<file path="src/rtl/mem_port_arbiter_pkg.sv">
// mem_port_arbiter_pkg: state encoding and default widths shared by the arbiter files
package mem_port_arbiter_pkg;
  localparam int DEF_ADDR_W = 32;
  localparam int DEF_DATA_W = 32;
  typedef enum logic [2:0] {
    S_IDLE    = 3'd0,
    S_BUSY_IF = 3'd1,
    S_BUSY_DM = 3'd2,
    S_DONE_IF = 3'd3,
    S_DONE_DM = 3'd4
  } state_e;
endpackage

</file>
<file path="src/rtl/mem_port_arbiter_sat_counter.sv">
// mem_port_arbiter_sat_counter: up-counter that sticks at all-ones
module mem_port_arbiter_sat_counter #(
  parameter int W = 16
) (
  input  logic         i_clk,
  input  logic         i_rst_n,
  input  logic         i_inc,
  output logic [W-1:0] o_cnt
);
  logic [W-1:0] r_cnt;
  always_ff @(posedge i_clk or negedge i_rst_n) begin
    if (!i_rst_n) r_cnt <= '0;
    else if (i_inc && !(&r_cnt)) r_cnt <= r_cnt + 1'b1;
  end
  assign o_cnt = r_cnt;
endmodule

</file>
<file path="src/rtl/mem_port_arbiter.sv">
// mem_port_arbiter: shares one memory port between fetch and data access, data first
module mem_port_arbiter
  import mem_port_arbiter_pkg::*;
#(
  parameter int ADDR_W = DEF_ADDR_W,
  parameter int DATA_W = DEF_DATA_W,
  parameter int CNT_W  = 16
) (
  input  logic              i_clk,
  input  logic              i_rst_n,
  input  logic              i_if_req,
  input  logic [ADDR_W-1:0] i_if_addr,
  input  logic              i_if_kill,
  output logic              o_if_ready,
  output logic [DATA_W-1:0] o_if_rdata,
  input  logic              i_dm_req,
  input  logic              i_dm_we,
  input  logic [ADDR_W-1:0] i_dm_addr,
  input  logic [DATA_W-1:0] i_dm_wdata,
  output logic              o_dm_ready,
  output logic [DATA_W-1:0] o_dm_rdata,
  output logic              o_mem_req,
  output logic              o_mem_we,
  output logic [ADDR_W-1:0] o_mem_addr,
  output logic [DATA_W-1:0] o_mem_wdata,
  input  logic              i_mem_ack,
  input  logic [DATA_W-1:0] i_mem_rdata,
  output logic [CNT_W-1:0]  o_deny_cnt
);
  state_e            r_state, w_next;
  logic              r_killed, r_mem_we;
  logic [ADDR_W-1:0] r_mem_addr;
  logic [DATA_W-1:0] r_mem_wdata, r_if_rdata, r_dm_rdata;
  logic              w_idle, w_take_dm, w_take_if, w_deny;
  assign w_idle    = r_state == S_IDLE;
  assign w_take_dm = w_idle && i_dm_req;
  assign w_take_if = w_idle && !i_dm_req && i_if_req && !i_if_kill;
  assign w_deny    = w_idle && i_dm_req && i_if_req;
  always_ff @(posedge i_clk or negedge i_rst_n) begin
    if (!i_rst_n) r_state <= S_IDLE;
    else r_state <= w_next;
  end
  always_comb begin
    w_next = S_IDLE;
    case (r_state)
      S_IDLE:    w_next = w_take_dm ? S_BUSY_DM : w_take_if ? S_BUSY_IF : S_IDLE;
      S_BUSY_IF: w_next = i_mem_ack ? S_DONE_IF : S_BUSY_IF;
      S_BUSY_DM: w_next = i_mem_ack ? S_DONE_DM : S_BUSY_DM;
      default:   w_next = S_IDLE;
    endcase
  end
  always_comb begin
    o_mem_req  = (r_state == S_BUSY_IF) || (r_state == S_BUSY_DM);
    o_if_ready = (r_state == S_DONE_IF) && !r_killed;
    o_dm_ready = r_state == S_DONE_DM;
  end
  // A kill coinciding with the acknowledge still discards that fetch's data
  always_ff @(posedge i_clk or negedge i_rst_n) begin
    if (!i_rst_n) begin
      r_killed    <= 1'b0;
      r_mem_we    <= 1'b0;
      r_mem_addr  <= '0;
      r_mem_wdata <= '0;
      r_if_rdata  <= '0;
      r_dm_rdata  <= '0;
    end else begin
      r_killed <= (r_state == S_DONE_IF) ? 1'b0 :
                  (r_state == S_BUSY_IF && i_if_kill) ? 1'b1 : r_killed;
      if (w_take_dm) begin
        r_mem_we    <= i_dm_we;
        r_mem_addr  <= i_dm_addr;
        r_mem_wdata <= i_dm_wdata;
      end else if (w_take_if) begin
        r_mem_we   <= 1'b0;
        r_mem_addr <= i_if_addr;
      end
      if (r_state == S_BUSY_IF && i_mem_ack && !r_killed && !i_if_kill) r_if_rdata <= i_mem_rdata;
      if (r_state == S_BUSY_DM && i_mem_ack) r_dm_rdata <= i_mem_rdata;
    end
  end
  assign o_mem_we    = r_mem_we;
  assign o_mem_addr  = r_mem_addr;
  assign o_mem_wdata = r_mem_wdata;
  assign o_if_rdata  = r_if_rdata;
  assign o_dm_rdata  = r_dm_rdata;
  mem_port_arbiter_sat_counter #(.W(CNT_W)) u_deny (
    .i_clk  (i_clk),
    .i_rst_n(i_rst_n),
    .i_inc  (w_deny),
    .o_cnt  (o_deny_cnt)
  );
endmodule

</file>
<file path="config.mk">
export PLATFORM = sky130hd
export DESIGN_NAME = mem_port_arbiter
export DESIGN_NICKNAME = d
export VERILOG_FILES = /design/src/rtl/mem_port_arbiter_pkg.sv /design/src/rtl/mem_port_arbiter_sat_counter.sv /design/src/rtl/mem_port_arbiter.sv
export SDC_FILE = /design/constraint.sdc
export NUM_CORES = 1
export LEC_CHECK = 0
export ABC_AREA = 1
export CAP_MARGIN = 5
export CORE_ASPECT_RATIO = 0.9
export CORE_MARGIN = 5
export CORE_UTILIZATION = 43
export DETAILED_ROUTE_END_ITERATION = 7
export PLACE_DENSITY = 0.86
export SLEW_MARGIN = 20
export SYNTH_ARGS = -nofsm -noshare
export SYNTH_HDL_FRONTEND = slang
export SYNTH_SLANG_ARGS = --single-unit
</file>
<file path="constraint.sdc">
create_clock -name i_clk -period 1.9 [get_ports i_clk]
set_input_delay 0.19 -clock i_clk [delete_from_list [all_inputs] [get_ports i_clk]]
set_output_delay 0.19 -clock i_clk [all_outputs]
set_load 0.01 [all_outputs]
</file>
Yosys cells after proc, flatten, opt, wreduce, memory -nomap -nowiden
Cells that the tools add are included.
{"block": "word_totals", "ff_bits": 149, "latch_bits": 0, "ramBits": 0, "mem_bits_ro": 0, "input_bits": 135, "wordCells": 45, "memories": 0}
{"block": "op_classes", "addsub": 1, "multipliers": 0, "div": 0, "magnitude_cmp": 0, "eq_ne": 4, "shift": 0, "muxes": 11, "bitwise": 0, "n_reduce_logical": 21}
{"cell": "2-to-1 mux 32 bit", "n": 2}
{"cell": "adder 16 x 1 -> 16 bit (second input constant)", "n": 1}
{"cell": "AND reduction 16 bit", "n": 1}
{"cell": "logical AND 1 bit", "n": 12}
{"cell": "case mux 3 bit (3 select lines)", "n": 1}
{"cell": "== test 3 x 2 -> 1 bit (second input constant)", "n": 2}
{"cell": "2-to-1 mux 1 bit", "n": 5}
{"cell": "logical NOT 1 bit", "n": 4}
{"cell": "2-to-1 mux 2 bit", "n": 2}
{"cell": "nonzero test 2 bit", "n": 2}
{"cell": "== test 3 x 1 -> 1 bit (second input constant)", "n": 1}
{"cell": "== test 3 bit (second input constant)", "n": 1}
{"cell": "logical NOT 3 bit", "n": 1}
{"cell": "2-to-1 mux 3 bit", "n": 1}
{"cell": "logical OR 1 bit", "n": 1}

Logic depth before layout (Yosys ltp)
{"block": "depth", "depth_word": 7, "ltp_mapped": 9, "mapped_depth_nobuf": 8}

By module
From an unflattened synthesis, not the netlist that was laid out.
{"block": "unflattened", "hier_cells": 880, "area_unflattened_um2": 6840.3}
{"mod": "mem_port_arbiter", "n_inst": 1, "cells_each": 722, "area_per_inst_um2": 5788.1, "seq_area_each_um2": 3328.2}
{"mod": "mem_port_arbiter_sat_counter", "n_inst": 1, "cells_each": 158, "area_per_inst_um2": 1052.3, "seq_area_each_um2": 400.4}

Least setup slack after synthesis
OpenSTA, ideal clock, no wires.
{"block": "synth_path", "kind": "reg-to-reg", "start": "reg u_deny.r_cnt[0] (netlist: u_deny.o_cnt[0])", "end": "reg u_deny.r_cnt[0] (netlist: u_deny.o_cnt[0])", "setup_ps": 116, "arrival_ps": 1471, "t_required_ps": 1784, "path_slack_ps": 313, "path_stages_with_launch": 10, "synth_period_minus_slack_ps": 1587, "path_cell_list": "dfrtp_1 -> ha_1 -> inv_1 -> nor2_2 -> nand2_2 -> o21ai_4 -> inv_2 -> buf_6 -> nand2_1 -> nand2_1"}
{"block": "synth_between", "elab_chain_cells": 3, "word_cells_on_any_way": 4}
{"item": "start, declared", "line": "mem_port_arbiter_sat_counter.sv:10", "source": "logic [W-1:0] r_cnt;"}
{"item": "start signal, assigned", "line": "mem_port_arbiter_sat_counter.sv:13", "source": "else if (i_inc && !(&r_cnt)) r_cnt <= r_cnt + 1'b1;"}
{"item": "parallel branches: the longest is 3 deep, another holds adder 16 x 1 -> 16 bit"}
Several ways; the timed one is not identified.
A chain may end at the register's enable or synchronous reset.

Worst setup path after layout
{"block": "layout_path", "start": "reg r_state[0]", "end": "out o_dm_ready"}
{"block": "layout_between", "elab_chain_cells": 1}
{"item": "start, declared", "line": "mem_port_arbiter.sv:30", "source": "state_e r_state, w_next;"}
{"item": "start signal, assigned", "line": "mem_port_arbiter.sv:41", "source": "else r_state <= w_next;"}
{"item": "== test 3 bit", "line": "mem_port_arbiter.sv:55", "source": "o_dm_ready = r_state == S_DONE_DM;"}
{"item": "end, declared", "line": "mem_port_arbiter.sv:20", "source": "output logic o_dm_ready,"}
No other way between the ends.

==> summary.md <==
| Metric | Value |
|---|---|
| Crit path cell chain | `nor3_1 > clkdlybuf4s50_1` |
| Max-slew violations | `0` |
| Clk buf depth | `2` |
| Gate Count Post-Synth | `730` |
| Ant diodes | `0` |
| Postcts setup bufs | `0` |
| Critical path buffers and inverters | `1` |
| Worst-Skew Late Latency | `430 ps` |
| Max Used Layer | `met4` |
| Remaining DRCs | `0` |
| Commonest non-fill, non-tap cell in the layout | `clkdlybuf4s50_1` |
| Slew @ Worst Pin | `398.1 ps` |
| Sw Share | `35.43%` |
| Wire length on met1 | `7.742 mm` |
| Vias in the first global route | `6011` |
| FP Rows | `42` |
| Core area | `14870 sq um` |
| Final wirelength | `19.80 mm` |
| CP startpoint kind | `flip-flop` |
| Placer Congestion | `0.8730` |
| Slowest cell on crit path | `clkdlybuf4s50_1` |
| #FFs+latches synth | `149` |
| TNS Setup | `0 ps` |
| Reg clk slew, reported paths | `60 ps` |
| Largest family of logic cells by synthesized area | `simple AND/OR/NAND/NOR gates` |
| Hold crit path type | `in2async` |
| Final period util | `96.11%` |
| Post-synthesis simple-gate area fraction | `24.97%` |
| Max-Cap Viols | `0` |
| Syn avg cell area | `9.005 sq um` |
| Max Fanout on Critical Path | `5` |
| XOR/XNOR Fraction of Synth Area | `0.9326%` |
| Worst r2r src | `r_state[0]` |
| Internal | `0.009959 W` |
| RSZ-0062 raised after global routing | `false` |
| Outcome | `finished clean` |
| Buffers on Ports | `282` |
| Largest net degree at the start of global routing | `71` |
| Die Height | `127.3 um` |
| Worst vdd rail ir drop | `0.9619 mV` |
| Syn nets | `866` |
| Most frequent cells in the layout | `279 x clkdlybuf4s50_1, 266 x nand2_1, 149 x dfrtp_1` |
| Die W | `140.3 um` |
| Metal2 WL | `9.498 mm` |
| Distinct cells, synth | `30` |
| Area grow syn2layout | `55.14%` |
| CTS buffer count | `17` |
| Final nets | `1147` |
| Initial antenna violation count | `0` |
| Crit path capture type | `primary output` |
| Initial core utilization | `44.20%` |
| Gr usage total | `22.16%` |
| Drt wl/cell | `16.20 um` |
| Final number of hold-violating endpoints | `0` |
| Clock Skew | `15.51 ps` |
| Sequential area share after synthesis | `56.72%` |
| CTS sink count | `149` |
| Largest stage delay, worst path | `600 ps` |
| CTS tree | `done` |
| Root buffer cell | `clkbuf_16` |
| I/O Pins | `283` |
| Cell Pwr Density | `1512 nW/um^2` |
| First-pass GRT wire length | `31.57 mm` |
| Seq pwr share | `35.0%` |
| Critical Path RT | `1710 ps` |
| Mux share of post-synthesis cell area | `0%` |
| Vias per std cell | `4.902` |
| Max_slew headroom | `73.46%` |
| First DRT Iteration DRCs | `304` |
| FMAX | `547.6 MHz` |
| Psw | `0.005464 W` |
| HPWL after detailed placement | `14.31 mm` |
| Reg-to-Reg End | `o_mem_addr[3]` |
| Layout cell share with drive strength beyond 1 | `9.570%` |
| Total die area | `17860 sq um` |
| Drt first pass iters | `4` |
| Met3 wire len | `2.097 mm` |
| Ys Warns | `0` |
| Delay-heaviest family, CP | `buffers and inverters` |
| Crit path time final | `1826 ps` |
| Remaining antenna violation count | `0` |
| Area of the mapped netlist | `6574 sq um` |
| Critical path type | `reg2out` |
| Clock share of power | `20.2%` |
| CP arrival | `1640 ps` |
| Adder-cell share of the synthesized area | `0.1903%` |
| Vias | `5990` |
| Synth Area in Compound Gates | `10.54%` |
| Worst reg-to-reg setup slack | `230 ps` |
| R2r worst-path depth | `6` |
| Combinational share of power | `44.7%` |
| Pwr Total | `0.01542 W` |
| GR Overflow Total | `0` |
| Final setup vio count | `0` |
| H-tree lvl count | `4` |
| Pleak | `4.690 nW` |
## metal layers
| metal | GRT usage (%) | up-vias |
|---|---|---|
| met1 | 26.21 | 2799 |
| met3 | 9.641 | 30 |
| met5 | 0 | - |
| li1 | - | 2898 |
| met4 | 7.635 | 0 |
| met2 | 36.35 | 263 |
## power by group through the flow
| stage | Combinational [W] | Clock [W] | Sequential (W) |
|---|---|---|---|
| after detailed placement | 0.00694 | 0 | 0.00542 |
| after global routing | 0.00751 | 0.00331 | 0.00560 |
| after global placement | 0.00678 | 0 | 0.00538 |
| after CTS | 0.00699 | 0.00317 | 0.00541 |
| after floorplan | 0.00242 | 0 | 0.00600 |
| final | 0.00690 | 0.00312 | 0.00540 |
## state kept, by name, summed over array words and instances, names as in the netlist
signal and cells:
r_state 3, o_mem_wdata 32, u_deny.o_cnt 16, o_mem_we 1, r_killed 1, o_dm_rdata 32
o_mem_addr 32, o_if_rdata 32
## what timing repair did
action / 4_1_cts / 5_1_grt
gates resized for setup: 2 / 0
endpoints found under the hold margin: 56 / 0
setup endpoints to repair: 2 / 0
hold buffers: 1 / 0
## cell usage after synthesis
library cell  instances  share of area (%)
nand2_1             266                 15
dfrtp_1             149                 57
inv_1                48                2.7
o21ai_0              47                3.6
nand3_1              42                3.2
o21ai_1              22                1.7
nor2_1               19                1.1
o211ai_2             17                3.2
o211ai_1             15                1.7
buf_2                14                1.1
or2_2                12                1.1
or2_0                11                1.0
clkbuf_1              9               0.51
or2_1                 9               0.86
buf_6                 8                1.4
xnor2_1               7               0.93
nand4_1               6               0.57
buf_4                 5               0.57
inv_2                 4               0.23
nand2_2               4               0.38
nor2_2                4               0.38
nand3_2               3               0.46
clkbuf_2              2               0.15
a31oi_1               1              0.095
and2b_2               1               0.13
ha_1                  1               0.19
nor2_8                1               0.30
nor3_1                1              0.076
nor3_2                1               0.15
o21ai_4               1               0.25
## kinds of logic after synthesis
group,after synthesis
AO/OA/AOI/OAI,103
XOR/XNOR,7
adder cells (fa/ha/maj),1
buffers and inverters,90
flip-flops,149
AND/OR/NAND/NOR,380
## metrics by stage
stage / util (%) / hold WS (ps) / cells / setup WS (ps) / instance area (sq um)
final: 68.58 / 222.8 / 1222 / 73.86 / 10200
after global routing: 68.58 / 252.6 / 1222 / 4.760 / 10200
after global placement: 64.82 / 87.79 / 1189 / 140.2 / 9639
after detailed placement: 64.82 / 89.85 / 1189 / 122.0 / 9639
after CTS: 68.58 / 233.9 / 1222 / 49.66 / 10200
after floorplan: - / -105.6 / 730 / 313.0 / 6574
## how the worst max path moves through the flow
| stage | cells after the start | slack, ps | startpoint | endpoint |
|---|---|---|---|---|
| 2_1_floorplan | 9 | 310 | u_deny.o_cnt[0] | u_deny.o_cnt[0] |
| 3_3_place_gp | 6 | 140 | i_dm_req | o_mem_addr[3] |
| 3_5_place_dp | 6 | 120 | i_dm_req | o_mem_addr[3] |
| 4_1_cts | 2 | 50 | r_state[0] | o_dm_ready |
| 5_1_grt | 2 | 5 | r_state[0] | o_dm_ready |
| 6_report | 2 | 70 | r_state[0] | o_dm_ready |
## area by class of cell
type,instances,area (sq um)
clock buffer,19,452.9
clock inverter,13,98.84
fill,1152,4673
inverter,52,195.2
multi-input combinational,491,2416
sequential,149,3729
tap,198,247.7
timing repair buffer,300,3059
Note: power is estimated with default switching activity, not from simulation.
